--- config.mk ---
export PLATFORM = sky130hd
export DESIGN_NAME = adc_smooth
export DESIGN_NICKNAME = d
export VERILOG_FILES = /design/src/rtl/adc_smooth.sv
export SDC_FILE = /design/constraint.sdc
export NUM_CORES = 1
export LEC_CHECK = 0
export ABC_AREA = 1
export ABC_CLOCK_PERIOD_IN_PS = 3700
export BUFFER_PORTS_ARGS = -buffer_cell sky130_fd_sc_hd__clkbuf_2
export CAP_MARGIN = 20
export CORE_MARGIN = 5
export CORE_UTILIZATION = 35
export DETAILED_ROUTE_END_ITERATION = 7
export MAX_ROUTING_LAYER = met4
export SYNTH_ARGS = -nofsm -noshare
export SYNTH_HDL_FRONTEND = slang
export SYNTH_SLANG_ARGS = --single-unit
--- constraint.sdc ---
create_clock -name clk_sys -period 3.7 [get_ports clk_sys]
set_clock_uncertainty 0.2 [all_clocks]
set_input_delay 0.185 -clock clk_sys [delete_from_list [all_inputs] [get_ports clk_sys]]
set_output_delay 0.185 -clock clk_sys [all_outputs]
set_load 0.01 [all_outputs]
--- src/rtl/adc_smooth.sv ---
// adc_smooth: moving-average smoother for a raw unsigned ADC stream.
// A HIST-deep sample history and a running sum give a boxcar average over
// the last 2^k samples, where k is the configured window exponent.
// The block must see a full window of samples before it produces output.
// Any window change or disable empties the history and starts a new fill.
module adc_smooth #(
  parameter int W_IN = 12,
  parameter int HIST = 8
) (
  input  logic            clk_sys,
  input  logic            rst,
  input  logic [W_IN-1:0] adc_data,
  input  logic            adc_vld,
  input  logic            cfg_en,
  input  logic [1:0]      cfg_shift,
  output logic [15:0]     sm_data,
  output logic            sm_vld,
  output logic [1:0]      stu_state,
  output logic [7:0]      stu_drop
);

  localparam int IDX_W = $clog2(HIST);
  localparam int SUM_W = W_IN + IDX_W;

  typedef enum logic [1:0] {
    ST_IDLE = 2'd0,
    ST_FILL = 2'd1,
    ST_RUN  = 2'd2
  } state_t;

  // History slot holding the oldest sample of a 2^k window (index N-1).
  function automatic logic [IDX_W-1:0] tail_idx(input logic [1:0] k);
    logic [IDX_W-1:0] idx;
    case (k)
      2'd0:    idx = IDX_W'(0);
      2'd1:    idx = IDX_W'(1);
      2'd2:    idx = IDX_W'(3);
      2'd3:    idx = IDX_W'(7);
      default: idx = IDX_W'(HIST - 1);
    endcase
    return idx;
  endfunction

  state_t              state_r;
  state_t              state_s;
  logic [W_IN-1:0]     hist_r [HIST];
  logic [SUM_W-1:0]    sum_r;
  logic [SUM_W-1:0]    sum_nxt_s;
  logic [IDX_W-1:0]    fill_r;
  logic [IDX_W-1:0]    tail_s;
  logic [1:0]          shift_q_r;
  logic [15:0]         sm_data_r;
  logic                sm_vld_r;
  logic [7:0]          drop_r;

  logic                clr_s;
  logic                accept_s;
  logic                emit_s;
  logic                drop_s;
  logic                load_k_s;
  logic                fill_inc_s;

  // Window tail index and running sum after accepting the current sample.
  // The subtracted slot is always part of the sum, so the difference never
  // goes negative; during fill that slot is still zero from the last clear.
  always_comb begin
    tail_s    = tail_idx(shift_q_r);
    sum_nxt_s = sum_r + SUM_W'(adc_data) - SUM_W'(hist_r[tail_s]);
  end

  // Next-state and control decode: disable beats window change, which beats
  // sample acceptance.
  always_comb begin
    state_s    = state_r;
    clr_s      = 1'b0;
    accept_s   = 1'b0;
    emit_s     = 1'b0;
    drop_s     = 1'b0;
    load_k_s   = 1'b0;
    fill_inc_s = 1'b0;
    case (state_r)
      ST_IDLE: begin
        clr_s    = 1'b1;
        load_k_s = 1'b1;
        if (cfg_en) begin
          state_s = ST_FILL;
        end else begin
          state_s = ST_IDLE;
        end
      end
      ST_FILL, ST_RUN: begin
        if (!cfg_en) begin
          state_s = ST_IDLE;
          clr_s   = 1'b1;
        end else if (cfg_shift != shift_q_r) begin
          state_s  = ST_FILL;
          clr_s    = 1'b1;
          load_k_s = 1'b1;
          drop_s   = adc_vld;
        end else if (adc_vld) begin
          accept_s = 1'b1;
          if (state_r == ST_RUN) begin
            emit_s = 1'b1;
          end else if (fill_r == tail_s) begin
            emit_s  = 1'b1;
            state_s = ST_RUN;
          end else begin
            fill_inc_s = 1'b1;
          end
        end else begin
          state_s = state_r;
        end
      end
      default: begin
        state_s = ST_IDLE;
        clr_s   = 1'b1;
      end
    endcase
  end

  // State register.
  always_ff @(posedge clk_sys) begin
    if (rst) begin
      state_r <= ST_IDLE;
    end else begin
      state_r <= state_s;
    end
  end

  // Sample history: newest sample enters at index 0.
  always_ff @(posedge clk_sys) begin
    if (rst || clr_s) begin
      for (int i = 0; i < HIST; i++) begin
        hist_r[i] <= {W_IN{1'b0}};
      end
    end else if (accept_s) begin
      hist_r[0] <= adc_data;
      for (int i = 1; i < HIST; i++) begin
        hist_r[i] <= hist_r[i-1];
      end
    end
  end

  // Running sum and fill counter.
  always_ff @(posedge clk_sys) begin
    if (rst || clr_s) begin
      sum_r  <= {SUM_W{1'b0}};
      fill_r <= {IDX_W{1'b0}};
    end else begin
      if (accept_s) begin
        sum_r <= sum_nxt_s;
      end
      if (fill_inc_s) begin
        fill_r <= fill_r + IDX_W'(1);
      end
    end
  end

  // Registered window exponent; follows the input while idle or on a change.
  always_ff @(posedge clk_sys) begin
    if (rst) begin
      shift_q_r <= 2'd0;
    end else if (load_k_s) begin
      shift_q_r <= cfg_shift;
    end
  end

  // Averaged output: one-cycle pulse, data held between pulses.
  always_ff @(posedge clk_sys) begin
    if (rst) begin
      sm_vld_r  <= 1'b0;
      sm_data_r <= 16'd0;
    end else begin
      sm_vld_r <= emit_s;
      if (emit_s) begin
        sm_data_r <= 16'(sum_nxt_s >> shift_q_r);
      end
    end
  end

  // Saturating count of samples lost to window changes.
  always_ff @(posedge clk_sys) begin
    if (rst) begin
      drop_r <= 8'd0;
    end else if (drop_s && (drop_r != 8'd255)) begin
      drop_r <= drop_r + 8'd1;
    end
  end

  assign sm_data   = sm_data_r;
  assign sm_vld    = sm_vld_r;
  assign stu_state = state_r;
  assign stu_drop  = drop_r;

endmodule

Yosys cells after proc, flatten, opt, wreduce, memory -nomap -nowiden
Memory sizes are Yosys's and may differ from the RTL's.
Index checks and enable logic that the tools add are counted.

operators by class
  bitwise gates (word level) = 8
  shift operators = 1
  mux-type cells = 45
  add/sub/neg operators = 4
  equality and inequality tests = 11
  reduce and logical (&&, ||, !) cells = 6

operators with widths
  kind                 number
  $mux 12              8
  $mux 1               29
  $shr 15x2->16        1
  $add 15x12->15       1
  $sub 15x12->15       1
  $ne 4x4->1 const B   3
  $pmux 3 s4           1
  $mux 2               5
  $add 8x1->8 const B  1
  $ne 8x8->1 const B   1
  $or 1x1->1           8
  $eq 2x2->1 const B   3
  $eq 2x1->1 const B   2
  $logic_not 2->1      2
  $pmux 2 s2           1
  $add 3x1->3 const B  1
  $eq 3x3->1           1
  $reduce_and 3->1     1
  $ne 2x2->1           1
  $pmux 1 s2           1
  $reduce_or 2->1      1
  $logic_and 1x1->1    1
  $logic_or 1x1->1     1

word-level totals
  output and inout bits = 27
  word-level logic and storage cells = 83
  bits of input ports = 18
  memory bits (writable) = 96
  memories kept = 1
  bits in registers = 47

memory list
  memory  words  bits a word  read ports  clocked after Yosys merged registers in  wr ports  RTL line  RTL
  hist_r  8      12           8           0                                        8         46        logic [W_IN-1:0] hist_r [HIST];

Longest topological paths before layout
  depth after elaboration = 9
  gate-level depth with buffers = 23
  depth with buffers taken out = 22

Worst setup path after synthesis
No wires, ideal clock.

  kind = register to register
  from = register state_r[0], in the netlist stu_state[0]
  to = memory hist_r[0][0] (enable)
  arrival time = 3405 ps
  path slack = -365 ps
  path buffers = 0
  library setup time = 460 ps
  required time = 3040 ps
  clock period less this slack = 4065 ps
  stages on the path, launching flop included = 8
  cell sequence = dfxtp_1 inv_1 ha_1 nand2_1 nor2_1 nand2_1 clkinv_1 nand2_1

RTL lines
  element                 RTL line  RTL
  start, declared         44        state_t state_r;
  start signal, assigned  126       state_r <= state_s;
  end, declared           46

Worst setup path in the final report
  from = register shift_q_r[0]
  to = register sm_data_r[12], in the netlist sm_data[12]

between the ends
  longest elaborated chain between the ends = 9
  elaborated cells between the ends (all ways) = 16
  classes of those cells = add/sub: 1; eq/ne: 5; shift: 1; mux: 7; reduce/logical: 1; memory: 1

ends and longest elaborated chain
  element                                                                 RTL line  RTL
  start, declared                                                         51        logic [1:0] shift_q_r;
  start signal, assigned                                                  164       shift_q_r <= cfg_shift;
  parallel branches: the longest is 9 deep, another holds $sub 15x12->15  --
  end signal, assigned                                                    176       sm_data_r <= 16'(sum_nxt_s >> shift_q_r);
  end, declared                                                           52        logic [15:0] sm_data_r;

Several ways; the timed one is not identified.
A chain may end at the register's enable or synchronous reset.

==> flow_summary.json <==
{
  "status": "completed",
  "dieArea_um2": 23900,
  "finalCritPeriodShare": 0.9105,
  "design_area_um2": 8692,
  "peakVddDrop_uv": 331.9,
  "synth.area.top_cells": "edfxtp_1 (39%), dfxtp_1 (13%), inv_1 (8.8%)",
  "synth.distinct_cells": 38,
  "route.detailed.drc": 0,
  "core_area_um2": 20820,
  "postCtsSetupBuffers": 0,
  "crit_start": "shift_q_r[0]$_SDFFE_PP0P_",
  "grt.overflow.total": 0,
  "drt-wirelength-per-cell_um": 13.38,
  "hpwl_um": 11450,
  "rsz0062_at_grt": "false",
  "setup_viol_count_final": 0,
  "maxSlewViolCount": 0,
  "first_pass_iters": 5,
  "grt_pass1_vias": 5371,
  "tightest_slew_ps": 665.8,
  "power_w": 0.003893,
  "multi_input_area_um2": 2786,
  "power_density_nw_per_um2": 447.9,
  "htree_levels": 4,
  "required_ps": 3810,
  "num_antenna_cells": 0,
  "min_period_ps": 3369,
  "start_util": 0.3515,
  "maxCapViolations": 0,
  "cts.path.max_buffers": 2,
  "areaGrowthSynthToFinish_pct": 18.77,
  "hold_viol": 0,
  "netlist_instances": 841,
  "worstSetupPathType": "flip-flop to flip-flop",
  "syn_avg_cell_area_um2": 8.702,
  "arrival_ps": 3480,
  "vias_per_cell": 4.644,
  "postRouteWirelength_um": 16030,
  "gp_congestion": 0.9063,
  "syn_nets": 892,
  "async_flop_share": 0,
  "antenna_found_initial": 0,
  "r2r_start": "shift_q_r[0]$_SDFFE_PP0P_",
  "fmax_ghz": 0.2968,
  "yosysTopAreaCell": "edfxtp_1",
  "clkSinkCount": 142,
  "cts_root_buf": "clkbuf_16",
  "clkTransAtPathRegs_ps": 70,
  "dpl-instance-area_um2": 7895,
  "start_kind": "flip-flop",
  "grt_pass1_wl_um": 26960,
  "ys_warn_count": 0,
  "die_w_um": 154.6,
  "crit_path_max_fanout": 10,
  "syn-cell-area_um2": 7318,
  "num_rows": 53,
  "final_antenna_net_count": 0,
  "yosys_register_bits": 142,
  "grt_start_max_net_pins": 65,
  "nets": 961,
  "nFillCells": 2108,
  "leakage_nw": 3.603,
  "drt_iter0_drc": 393,
  "ys_seq_area_frac": 0.5197,
  "cts_tree": "built",
  "ys.flop_type": "edfxtp_1",
  "hold_ws_ps": 267.9,
  "io-pin-count": 45,
  "seq_area_um2": 3804,
  "hold_start": "sm_data[13]$_SDFFE_PP0P_",
  "numCtsBuffers": 17,
  "grtUsageTotal": 0.1452,
  "endpoint_kind": "flip-flop",
  "io_buffers": 43,
  "hold_path_class": "flip-flop to flip-flop",
  "vias": 5564,
  "synth-edff-count": 96,
  "final_util": 0.4174,
  "slew_headroom": 0.5556,
  "fin_setup_tns_ps": 0,
  "clk_latency_ps": 430,
  "drive_gt1_frac": 0.1278,
  "fp.dieH_um": 154.6,
  "netlist.area_leader.share": 0.3939
}
## through the flow
step	instances	setup slack (ps)
final	1198	331.1
after CTS	1198	222.5
after global routing	1198	5.900
after detailed placement	1149	269.2
after floorplan	841	267.4
after global placement	1149	267.8
## path summary, 6_finish.rpt
path | endpoint | slack [ps] | cells after the start
setup reg to reg | sm_data[12]$_SDFFE_PP0P_ | 330 | 18
setup / recovery | sm_data[12]$_SDFFE_PP0P_ | 330 | 18
hold reg to reg | sm_data[13]$_SDFFE_PP0P_ | 270 | 2
hold / removal | sm_data[13]$_SDFFE_PP0P_ | 270 | 2
## per-layer routing
layer  global-route usage  vias to the layer above  share of wire
met4              0.05046                        0          0.018
met2               0.2250                      124           0.47
met3              0.02630                       23          0.045
met1               0.1925                     2584           0.47
met5                    -                        -              0
li1                     -                     2833              -
## layout make-up
class,count,share of cell area
clock inverter,15,0.01627
sequential,142,0.4376
multi-input combinational,498,0.3206
inverter,175,0.07557
tap,275,0.03959
timing repair buffer,76,0.06147
clock buffer,17,0.04894
## timing repair
item	CTS	global route
setup endpoints to repair	0	16
hold buffers	17	0
endpoints found under the hold margin	20	0
gates resized for setup	0	14
## synth_stat cells, drive strengths merged (6+ instances only)
cell / n
a21oi: 29
a31oi: 8
buf: 10
clkbuf: 16
dfxtp: 46
edfxtp: 96
fa: 12
ha: 21
inv: 172
nand2: 147
nand3: 65
nand4: 6
nor2: 125
nor3: 6
o21ai: 35
o221ai: 6
o22ai: 7
xnor2: 7
## state kept, by name, summed over array words and instances (netlist names)
| register | flops |
|---|---|
| hist_r | 96 |
| sm_data | 15 |
| sum_r | 15 |
| stu_drop | 8 |
| fill_r | 3 |
| shift_q_r | 2 |
| stu_state | 2 |
| sm_vld | 1 |
## cell usage in the layout (no fill, tap or decap), types with 3 or more instances in the layout
cell           synthesis  layout
dfxtp_1               46      46
nand2_2                2       3
inv_1                172     171
fa_1                  12      12
nor2_1               121     119
o22ai_1                7       7
nor2_2                 1       3
xor2_1                 5       5
a221oi_1               5       3
edfxtp_1              96      96
clkbuf_2               0      43
buf_4                  1      13
xnor2_1                5       5
nand2_1              144     142
nand3_1               65      64
o21ai_0               35      34
nand4_1                6       6
a31oi_1                8       8
dlygate4sd3_1          0      17
nor3_1                 5       5
and2_1                 5       5
ha_1                  21      17
a21oi_1               29      28
o221ai_1               6       6
clkbuf_16              0      17
inv_8                  0       5
inv_6                  0       6
## worst max-delay path, cell delays in order (launching register included)
cell and delay, ps:
dfxtp_1 380, buf_6 190, nor2_4 40, clkinv_1 80
buf_4 160, o22ai_1 80, a221oi_2 220, fa_1 470
ha_2 400, nand2_1 110, nor2_1 170, and3_1 180
nand2_1 80, nand3_1 120, nand2_1 100, nand3_1 80
nand2_1 50, nor2_1 90, nor2_1 40
## power breakdown
group / internal [W] / leakage (nW) / switching (W) / total, W
combinational: 0.000194 / 1.78 / 0.000340 / 0.000534
sequential: 0.00169 / 1.55 / 0.0000116 / 0.00171
clock: 0.000894 / 0.275 / 0.000760 / 0.00165
## cells by family after synthesis
| kind of cell | share of synthesized area |
|---|---|
| AOI/OAI and AO/OA | 0.07335 |
| xor gates and xnor gates | 0.01949 |
| adders and majority gates | 0.06873 |
| buffers and inverters | 0.1086 |
| DFF | 0.5197 |
| other | 0.0005124 |
| and+or+nand+nor | 0.2096 |
Power figures use the tool's default switching activity.
